<file path="src/rtl/shift_rows_pipe.sv">
// AES ShiftRows/InvShiftRows stage for Nb = 4/6/8, with a 2-entry valid/ready buffer.
// Optional macro SHIFT_ROWS_BYPASS_EN adds in_bypass (store the state unpermuted).
module shift_rows_pipe #(
  parameter  int unsigned NB = 4,
  localparam int unsigned W  = 32 * NB
) (
  input  logic         clk,
  input  logic         rst,
  input  logic         in_valid,
  output logic         in_ready,
  input  logic         in_inv,
`ifdef SHIFT_ROWS_BYPASS_EN
  input  logic         in_bypass,
`endif
  input  logic [W-1:0] in_data,
  output logic         out_valid,
  input  logic         out_ready,
  output logic [W-1:0] out_data,
  output logic         busy
);

  if (NB != 4 && NB != 6 && NB != 8) begin : g_bad_nb
    $error("shift_rows_pipe: NB must be 4, 6 or 8");
  end

  logic [W-1:0] w_fwd;
  logic [W-1:0] w_inv;
  logic [W-1:0] w_perm;
  logic         w_push;
  logic         w_pop;
  logic [1:0]   w_count_nxt;

  logic [1:0]   r_count;
  logic         r_in_ready;
  logic         r_out_valid;
  logic [W-1:0] r_main;
  logic [W-1:0] r_skid;

  // Pure byte routing; byte k = r + 4c sits at bits [W-1-8k -: 8].
  for (genvar c = 0; c < NB; c++) begin : g_col
    for (genvar r = 0; r < 4; r++) begin : g_row
      localparam int unsigned SR  = (NB == 8 && r >= 2) ? r + 1 : r;
      localparam int unsigned FWD = (c + SR) % NB;
      localparam int unsigned INV = (c + NB - SR) % NB;
      localparam int unsigned DST = r + 4 * c;
      assign w_fwd[W-1-8*DST -: 8] = in_data[W-1-8*(r+4*FWD) -: 8];
      assign w_inv[W-1-8*DST -: 8] = in_data[W-1-8*(r+4*INV) -: 8];
    end
  end

  always_comb begin
    w_perm = in_inv ? w_inv : w_fwd;
`ifdef SHIFT_ROWS_BYPASS_EN
    if (in_bypass) w_perm = in_data;
`endif
  end

  assign w_push = in_valid && r_in_ready;
  assign w_pop  = r_out_valid && out_ready;

  always_comb begin
    w_count_nxt = r_count;
    if (w_push && !w_pop)      w_count_nxt = r_count + 2'd1;
    else if (!w_push && w_pop) w_count_nxt = r_count - 2'd1;
  end

  // r_main is always the oldest entry; ready/valid flags follow the next count.
  always_ff @(posedge clk or posedge rst) begin
    if (rst) begin
      r_count     <= 2'd0;
      r_in_ready  <= 1'b0;
      r_out_valid <= 1'b0;
      r_main      <= '0;
      r_skid      <= '0;
    end else begin
      r_count     <= w_count_nxt;
      r_in_ready  <= (w_count_nxt != 2'd2);
      r_out_valid <= (w_count_nxt != 2'd0);
      case (r_count)
        2'd0: if (w_push) r_main <= w_perm;
        2'd1: begin
          if (w_push && w_pop) r_main <= w_perm;
          else if (w_push)     r_skid <= w_perm;
        end
        2'd2: if (w_pop) r_main <= r_skid;
        default: ;
      endcase
    end
  end

  assign in_ready  = r_in_ready;
  assign out_valid = r_out_valid;
  assign out_data  = r_main;
  assign busy      = r_out_valid;

endmodule

</file>
<file path="config.mk">
export PLATFORM = sky130hd
export DESIGN_NAME = shift_rows_pipe
export DESIGN_NICKNAME = d
export VERILOG_FILES = /design/src/rtl/shift_rows_pipe.sv
export SDC_FILE = /design/constraint.sdc
export NUM_CORES = 1
export LEC_CHECK = 0
export CORE_UTILIZATION = 57
export CTS_BUF_LIST = sky130_fd_sc_hd__clkbuf_2 sky130_fd_sc_hd__clkbuf_4 sky130_fd_sc_hd__clkbuf_8
export DETAILED_ROUTE_END_ITERATION = 6
export PLACE_DENSITY_LB_ADDON = 0.12
export SYNTH_ARGS = -nofsm -noshare
export SYNTH_HDL_FRONTEND = slang
export SYNTH_SLANG_ARGS = --single-unit
export TNS_END_PERCENT = 1
</file>
<file path="constraint.sdc">
create_clock -name clk -period 14.9 [get_ports clk]
set_input_delay 1.49 -clock clk [delete_from_list [all_inputs] [get_ports clk]]
set_output_delay 1.49 -clock clk [all_outputs]
set_load 0.005 [all_outputs]
</file>
==> results of run 1 <==
-- sequential cells by signal (all words and copies together) (netlist names) --
signal,cells
r_skid,128
r_count,2
busy,1
out_data,128
in_ready,1
-- worst max-delay path: stages --
cell and delay [ns]:
clkdlybuf4s50_1 0.49, nand2_1 0.22, nand4_1 0.19, buf_4 0.37, buf_4 0.83, mux2_2 0.41
-- logic make-up (layout without fill, tap and decap cells) --
group           count (synthesis)  after routing  share of synthesized area, %
mux                           408            408                          36.8
flops                         260            260                          54.0
buf+inv                       122            415                          4.55
simple gates                   59             59                          2.01
compound gates                 50             50                          2.18
fa+ha+maj                       3              3                         0.312
xor+xnor                        2              2                         0.146
other cells                     0              1                             0
-- where the power goes --
part	internal [mW]	switching [mW]	total [mW]
Combinational	0.879	0.619	1.50
Clock	0.373	0.275	0.647
Sequential	1.08	0.179	1.26
Total	2.33	1.07	3.41
-- per-stage QoR --
step / setup WS [ns] / std cells
after global placement: 10.72 / 1391
after CTS: 11.27 / 1467
after detailed placement: 10.70 / 1391
after global routing: 11.14 / 1468
final: 11.25 / 1468
after floorplan: 6.25 / 904
-- placed cells by master (no fill, tap or decap), types with 2 or more instances in the layout --
master / count
nand2_1: 50
clkinvlp_4: 2
ha_1: 2
mux2i_1: 135
xnor2_1: 2
clkbuf_8: 55
buf_4: 10
clkbuf_4: 17
mux2_2: 171
nand2b_1: 2
inv_1: 66
o21ai_0: 48
dfrtp_1: 260
clkinv_2: 2
clkdlybuf4s50_1: 262
mux2_1: 102
-- synth_stat cells, types with 2 or more instances --
| library cell | count |
|---|---|
| clkbuf_1 | 9 |
| dfrtp_1 | 260 |
| ha_1 | 3 |
| mux2_1 | 102 |
| xnor2_1 | 2 |
| buf_2 | 27 |
| buf_1 | 5 |
| buf_4 | 13 |
| mux2_2 | 171 |
| nand2_1 | 50 |
| mux2i_1 | 135 |
| nand2b_1 | 2 |
| o21ai_0 | 48 |
| inv_1 | 67 |
-- routing by layer --
| layer | wire length (um) | up-vias | share of wire (%) |
|---|---|---|---|
| li1 | - | 3657 | - |
| met1 | 11000 | 3870 | 43 |
| met2 | 12300 | 213 | 48 |
| met3 | 1790 | 37 | 7.0 |
| met4 | 456 | 0 | 1.8 |
| met5 | 0 | - | 0 |
-- area by class of cell --
class / count / area, um2 / share of cell area, %
Clock buffer: 72 / 885 / 5.63
Clock inverter: 4 / 25.0 / 0.159
Multi-Input combinational cell: 522 / 5010 / 31.9
Tap cell: 270 / 338 / 2.15
Sequential cell: 260 / 6510 / 41.4
Timing Repair Buffer: 272 / 2700 / 17.2
Antenna cell: 1 / 2.50 / 0.0159
Inverter: 67 / 259 / 1.65
-- worst paths after layout --
path / slack, ns / endpoint
hold reg to reg: 0.48 / out_data[40]$_DFFE_PP0P_
setup reg to reg: 11.68 / out_data[59]$_DFFE_PP0P_
hold / removal: 0.48 / out_data[40]$_DFFE_PP0P_
max in group asynchronous: 11.85 / out_data[18]$_DFFE_PP0P_
setup / recovery: 11.25 / r_skid[77]$_DFFE_PP0P_
min in group asynchronous: 1.54 / r_skid[14]$_DFFE_PP0P_
==> impl_metrics.toml, run 1 <==
[setup_path]
crit_type = "in2reg"
worst_ep_arrival_time_ns = 4.07
cp_data_required_time_ns = 15.32
crit_path_start_kind = "primary input"
r2r_start = "r_count[0]$_DFF_PP0_"
crit_path_start = "out_ready"
critPathMaxFanout = 61
critPathCaptureType = "flop"
reg2regPathDepth = 6

[clock_tree]
ctsHoldBuffers = 0
clkTransAtPathRegs_ns = 0.06
clk_path_buf_depth = 3
cts_setup_buffers = 0
htreeDepth = 2
cts-root-buf = "clkbuf_8"
cts_tree = "done"
numCtsBuffers = 44
clk_latency_ns = 0.54
cts.sinks = 260
cts_resized = 0

[synthesis]
ys_top_cells_by_area = "dfrtp_1, mux2_2, mux2i_1, mux2_1, inv_1"
netlist_instances = 904
ys_ff_latch = 260
yosys.area.top_type = "dfrtp_1"
synth_edf_count = 0
ys.flop_type = "dfrtp_1"
synth_top_area_share_pct = 54.0
syn_area_um2 = 12000
synth_cell_types = 24
avgSynthCellArea_um2 = 13.3
synth.yosys.seq_area_share_pct = 54.0
yosys_warnings = 0
synthArstFlopShare_pct = 100
syn_nets = 1040

[global_route]
grt_util_met2_pct = 40.4
grt_pass1_wl_mm = 41.8
antenna_found_initial = 1
grt_util_met3_pct = 7.30
grt_usage_pct = 24.1
grt_max_degree = 123
grt_pass1_vias = 8365
use_met1_pct = 30.4
grt_overflow = 0
grt.busiest_layer = "met2"

[detailed_routing]
wire_per_inst_um = 17.4
drt-initial-drc-count = 263
antenna_left = 0
vias = 7777
drcViolationCount = 0
routed_wl_mm = 25.6
firstDrtPassIters = 4
vias_per_cell = 5.30

[floorplan]
chipHeight_um = 147
start_util_pct = 58.7
io_pins = 264
die_area_um2 = 21700
rows = 52
core_um2 = 20500
die_w_um = 147

[cells_and_area]
nets = 1303
drive_gt1_share_pct = 21.8
fillers = 1368
fin_util_pct = 76.7
design_area_um2 = 15700
syn_to_final_growth_pct = 30.6

[placed_design]
placed_cell_area_um2 = 14800
io_buffer_count = 263
dp_hpwl_mm = 16.2
globalplace.congestion = 0.749

[timing]
setup_tns_ns = 0
fin_skew_ns = 0.0162
slew_violations = 0
rsz0062_at_grt = "no"
setup_viol_count_final = 0
hold_viol = 0
relSlewSlack_pct = 30.3
period_minus_slack_ns = 3.65
hold-worst-slack_ns = 0.482
period_share_pct = 24.5
worst_slew_pin_slew_ns = 1.05
fmax_mhz = 274

[run_status]
outcome = "complete, no violations"

[pwr]
peakVddDrop_mv = 0.163
power.density_nw_per_um2 = 217
p_total_mw = 3.41
p_leak_nw = 7.21

[run]
drv_cap = 0

[hold_path]
worstHoldPathType = "reg2reg"
min_from = "out_data[40]$_DFFE_PP0P_"
min_path_cells = 1
Note: power is estimated with default switching activity, not from simulation.
==> run 2, diff against run 1 <==
--- a/config.mk
+++ b/config.mk
@@ -5,7 +5,7 @@
 export SDC_FILE = /design/constraint.sdc
 export NUM_CORES = 1
 export LEC_CHECK = 0
-export CORE_UTILIZATION = 57
+export CORE_UTILIZATION = 48
 export CTS_BUF_LIST = sky130_fd_sc_hd__clkbuf_2 sky130_fd_sc_hd__clkbuf_4 sky130_fd_sc_hd__clkbuf_8
 export DETAILED_ROUTE_END_ITERATION = 6
 export PLACE_DENSITY_LB_ADDON = 0.12
==> constraint.sdc (replaced) <==
create_clock -name clk -period 2.95 [get_ports clk]
set_input_delay 0.295 -clock clk [delete_from_list [all_inputs] [get_ports clk]]
set_output_delay 0.295 -clock clk [all_outputs]
set_load 0.005 [all_outputs]
==> impl_metrics.toml, run 2 (synthesized netlist as in run 1, its figures left out) <==
[cells_and_area]
final_common_cell = "clkdlybuf4s50_1"
drive_gt1_share_pct = 22.7
finalNonFillerCells = 1535
regArea_um2 = 6510
fin_util_pct = 65.4
diodes = 0
nets = 1314
fillers = 1914
multiInputGateArea_um2 = 5010
syn_to_final_growth_pct = 32.9
final_cell_mix = "clkdlybuf4s50_1, dfrtp_1, mux2_2"
design_area_um2 = 16000

[pwr]
comb_power_share_pct = 44.4
p_leak_nw = 7.31
power.density_nw_per_um2 = 1090
peakVddDrop_mv = 1.12
switching_share_pct = 31.2
power.switching_mw = 5.43
clockPowerShare_pct = 19.0
p_int_mw = 12.0
p_seq_share_pct = 36.6
p_total_mw = 17.4

[timing]
hold_viol = 0
slew_violations = 0
hold-worst-slack_ns = 0.266
period_share_pct = 82.2
period_minus_slack_ns = 2.42
relSlewSlack_pct = 34.4
setup_viol_count_final = 0
setup_slack_ns = 0.525
worst_slew_pin_slew_ns = 0.985
fin_skew_ns = 0.0133
setup_tns_ns = 0
rsz0062_at_grt = "no"
fmax_mhz = 412

[floorplan]
start_util_pct = 49.2
core_um2 = 24500
rows = 57
die_w_um = 160
io_pins = 264
die_area_um2 = 25700
chipHeight_um = 160

[placed_design]
globalplace.congestion = 0.722
io_buffer_count = 263
placedCellCount = 1455
pre_cts_slack_ns = 0.488
dp_hpwl_mm = 17.1
placed_cell_area_um2 = 15100

[clock_tree]
cts.sinks = 260
cts-root-buf = "clkbuf_8"
clkTransAtPathRegs_ns = 0.06
clk_path_buf_depth = 3
htreeDepth = 2
numCtsBuffers = 45
cts_setup_buffers = 0
ctsHoldBuffers = 0
cts_tree = "done"
cts_resized = 0
clk_latency_ns = 0.54

[detailed_routing]
firstDrtPassIters = 4
wire_per_inst_um = 16.7
vias_per_cell = 5.05
drt-initial-drc-count = 301
antenna_left = 0
routed_wl_mm = 25.6
vias = 7753
drcViolationCount = 0

[setup_path]
worst_ep_arrival_time_ns = 2.84
crit_chain = "inv_1 -> ha_1 -> or2_1 -> a221oi_4 -> buf_4 -> mux2_2"
crit_path_start_kind = "flop"
cpLargestDelayFamily = "compound AO/OA/AOI/OAI gates"
slowest_stage = "a221oi_4"
cp_num_buf_inv = 2
cp_data_required_time_ns = 3.37
critPathCaptureType = "flop"
max_stage_delay_ns = 0.51
crit_type = "reg2reg"
critPathMaxFanout = 19

[run_status]
outcome = "complete, no violations"

[global_route]
grt_usage_pct = 20.3
grt_overflow = 0
antenna_found_initial = 0
grt_pass1_wl_mm = 41.7
grt_pass1_vias = 8224
grt_max_degree = 176

[hold_path]
worstHoldPathType = "in2async"

[run]
drv_cap = 0
==> run 2: cell types whose count changed in the layout (fill, tap and decap cells not counted) <==
cell and change:
buf_12 +10, inv_8 -1, clkbuf_4 +2, diode_2 -1, clkinv_2 +4, clkbuf_8 -1
==> run 2: final timing paths <==
| kind | startpoint | endpoint | slack (ns) | cells after the start |
|---|---|---|---|---|
| max in group asynchronous | rst | out_data[74]$_DFFE_PP0P_ | 2.03 | 3 |
| min in group clk | in_data[43] | r_skid[107]$_DFFE_PP0P_ | 0.40 | 2 |
| min | rst | r_count[1]$_DFF_PP0_ | 0.27 | 3 |
| min reg2reg | out_data[81]$_DFFE_PP0P_ | out_data[81]$_DFFE_PP0P_ | 0.48 | 1 |
| max | r_count[0]$_DFF_PP0_ | out_data[104]$_DFFE_PP0P_ | 0.53 | 6 |
| max reg2reg | r_count[0]$_DFF_PP0_ | out_data[104]$_DFFE_PP0P_ | 0.53 | 6 |
==> run 2: area by class of cell <==
class	count	area share, %
multi-input cells	522	31.3
repair buffers	282	18.1
flip-flops and latches	260	40.7
inverters	67	1.60
well taps	324	2.53
clock inverters	7	0.235
clock buffers	73	5.54
==> run 2: worst reg2reg max path: cells and delay by family, from the launching register on <==
family	cells	cell delay, ns
AOI/OAI and AO/OA	1	0.51
DFF	1	0.44
muxes	1	0.38
adders and majority gates	1	0.22
and+or+nand+nor	1	0.26
buffers and inverters	2	0.49
==> run 2: power groups by stage <==
stage / registers [mW] / logic (mW) / clock network [mW]
6_report: 6.36 / 7.71 / 3.30
5_1_grt: 6.60 / 8.42 / 3.56
4_1_cts: 6.37 / 7.86 / 3.39
3_5_place_dp: 6.42 / 7.83 / 0
3_3_place_gp: 6.33 / 7.66 / 0
2_1_floorplan: 6.33 / 4.70 / 0
==> run 2: routing by layer <==
layer / share of wire [%] / track usage [%] / vias up
li1: - / - / 3685
met1: 43 / 25.1 / 3822
met2: 47 / 33.3 / 203
met3: 8.5 / 7.28 / 43
met4: 1.8 / 5.97 / 0
met5: 0 / 0 / -
==> run 3, diff against run 2 <==
--- a/config.mk
+++ b/config.mk
@@ -5,7 +5,7 @@
 export SDC_FILE = /design/constraint.sdc
 export NUM_CORES = 1
 export LEC_CHECK = 0
-export CORE_UTILIZATION = 48
+export CORE_UTILIZATION = 53
 export CTS_BUF_LIST = sky130_fd_sc_hd__clkbuf_2 sky130_fd_sc_hd__clkbuf_4 sky130_fd_sc_hd__clkbuf_8
 export DETAILED_ROUTE_END_ITERATION = 6
 export PLACE_DENSITY_LB_ADDON = 0.12
==> constraint.sdc (replaced) <==
create_clock -name clk -period 2.3 [get_ports clk]
set_input_delay 0.23 -clock clk [delete_from_list [all_inputs] [get_ports clk]]
set_output_delay 0.23 -clock clk [all_outputs]
set_load 0.005 [all_outputs]
==> impl_metrics.toml, run 3 (synthesized netlist as in run 1, its figures left out) <==
[cells_and_area]
multiInputGateArea_um2 = 5010
final_cell_mix = "clkdlybuf4s50_1, dfrtp_1, mux2_2"
fillers = 1514
regArea_um2 = 6510
drive_gt1_share_pct = 22.7
nets = 1320
final_common_cell = "clkdlybuf4s50_1"
syn_to_final_growth_pct = 33.2
finalNonFillerCells = 1492

[detailed_routing]
routed_wl_mm = 26.1
antenna_left = 0
vias = 7833
vias_per_cell = 5.25
drt-initial-drc-count = 291
wire_per_inst_um = 17.5
drcViolationCount = 32
firstDrtPassIters = 7

[clock_tree]
cts-root-buf = "clkbuf_8"
cts.sinks = 260
ctsHoldBuffers = 0
cts_tree = "done"
numCtsBuffers = 44
clk_latency_ns = 0.53
clk_path_buf_depth = 3
htreeDepth = 2
clkTransAtPathRegs_ns = 0.06

[floorplan]
die_w_um = 153
start_util_pct = 54.7
die_area_um2 = 23300
core_um2 = 22000
rows = 54
chipHeight_um = 153
io_pins = 264

[global_route]
grt_max_degree = 121
grt_pass1_wl_mm = 43.3
grt_overflow = 0
grt_usage_pct = 23.1
grt_pass1_vias = 8325
antenna_found_initial = 0

[run_status]
violations = "DRC"
outcome = "finished, violations left"

[placed_design]
globalplace.congestion = 0.747
placedCellCount = 1415
io_buffer_count = 263
dp_hpwl_mm = 17.1

[pwr]
clockPowerShare_pct = 18.7
peakVddDrop_mv = 0.908
p_leak_nw = 7.35
p_int_mw = 15.6
power.switching_mw = 7.06
comb_power_share_pct = 44.9
switching_share_pct = 31.2
power.density_nw_per_um2 = 1410
p_seq_share_pct = 36.4

[timing]
slew_violations = 0
setup_tns_ns = 0
period_share_pct = 96.1
relSlewSlack_pct = 55.7
hold_viol = 0
fmax_mhz = 453
worst_slew_pin_slew_ns = 0.664
period_minus_slack_ns = 2.21
setup_viol_count_final = 0
fin_skew_ns = 0.0227

[setup_path]
cp_data_required_time_ns = 2.69
r2r_start = "r_count[1]$_DFF_PP0_"
cp-endpoint = "out_data[80]$_DFFE_PP0P_"
crit_type = "reg2reg"
reg2reg_slack_ns = 0.09
reg2reg_to = "out_data[80]$_DFFE_PP0P_"
reg2regPathDepth = 7
critPathCaptureType = "flop"
crit_path_start_kind = "flop"
crit_path_start = "r_count[1]$_DFF_PP0_"
critPathMaxFanout = 33
worst_ep_arrival_time_ns = 2.60

[run]
drv_cap = 0

[hold_path]
worstHoldPathType = "in2async"
-- run 3: cell count changes in the layout (fill, tap and decap cells not counted) --
| cell | before | now |
|---|---|---|
| clkinv_2 | 6 | 1 |
| bufinv_16 | 0 | 1 |
| clkinvlp_4 | 2 | 1 |
| buf_4 | 10 | 13 |
| clkbuf_16 | 0 | 1 |
| diode_2 | 0 | 1 |
| buf_12 | 10 | 13 |
| clkbuf_4 | 19 | 17 |
-- run 3: power by group through the flow --
stage	logic [mW]	registers [mW]	clock network [mW]
4_1_cts	10.1	8.26	4.36
3_3_place_gp	9.75	8.23	0
3_5_place_dp	10.1	8.30	0
2_1_floorplan	6.02	8.11	0
5_1_grt	11.1	8.56	4.55
6_report	10.1	8.24	4.24
-- run 3: metrics by stage --
step	hold slack, ns	total power, mW	util (%)	setup WS [ns]	instance area, um2
3_3_place_gp	0.468	18.0	68.5	0.141	15100
5_1_grt	0.237	24.2	72.8	-0.0175	16000
4_1_cts	0.195	22.7	72.6	0.0306	16000
6_report	0.197	22.6	72.8	0.0904	16000
3_5_place_dp	0.474	18.4	68.5	0.0533	15100
2_1_floorplan	0.381	14.1	-	-1.36	12000
-- run 3: timing repair --
action,CTS,global route
resized for setup,0,4
buffers inserted,0,2
setup endpoints to repair,0,106
hold endpoints to repair,0,0
-- run 3: final cells by class --
| cell class | count | area share, % |
|---|---|---|
| diodes | 1 | 0.0156 |
| clock buffers | 71 | 5.43 |
| clock inverters | 2 | 0.218 |
| inverters | 67 | 1.59 |
| multi-input cells | 522 | 31.2 |
| flip-flops and latches | 260 | 40.6 |
| well taps | 280 | 2.18 |
| repair buffers | 289 | 18.7 |
-- run 3: routing by layer --
metal,vias up,wire length [um],track usage [%]
met4,0,556,6.78
met1,3889,11400,31.2
met3,50,1980,5.69
met5,-,0,0
met2,213,12100,37.0
li1,3681,-,-
-- run 3: worst min path at each step --
| stage | to | slack, ns | from | cells after the start |
|---|---|---|---|---|
| finish | out_data[120]$_DFFE_PP0P_ | 0.20 | rst | 3 |
| global route | out_data[120]$_DFFE_PP0P_ | 0.24 | rst | 3 |
| CTS | r_skid[120]$_DFFE_PP0P_ | 0.19 | rst | 3 |
| detailed placement | out_data[82]$_DFFE_PP0P_ | 0.47 | out_data[82]$_DFFE_PP0P_ | 1 |
| global placement | out_data[45]$_DFFE_PP0P_ | 0.47 | out_data[45]$_DFFE_PP0P_ | 1 |
| floorplan | r_skid[72]$_DFFE_PP0P_ | 0.38 | in_data[8] | 1 |
-- run 3: critical path, stage by stage, from the launching register on --
cell and delay [ns]:
dfrtp_1 0.41, inv_1 0.08, ha_1 0.21, or2_1 0.25, a221oi_4 0.33, buf_4 0.18
buf_12 0.24, mux2_1 0.35
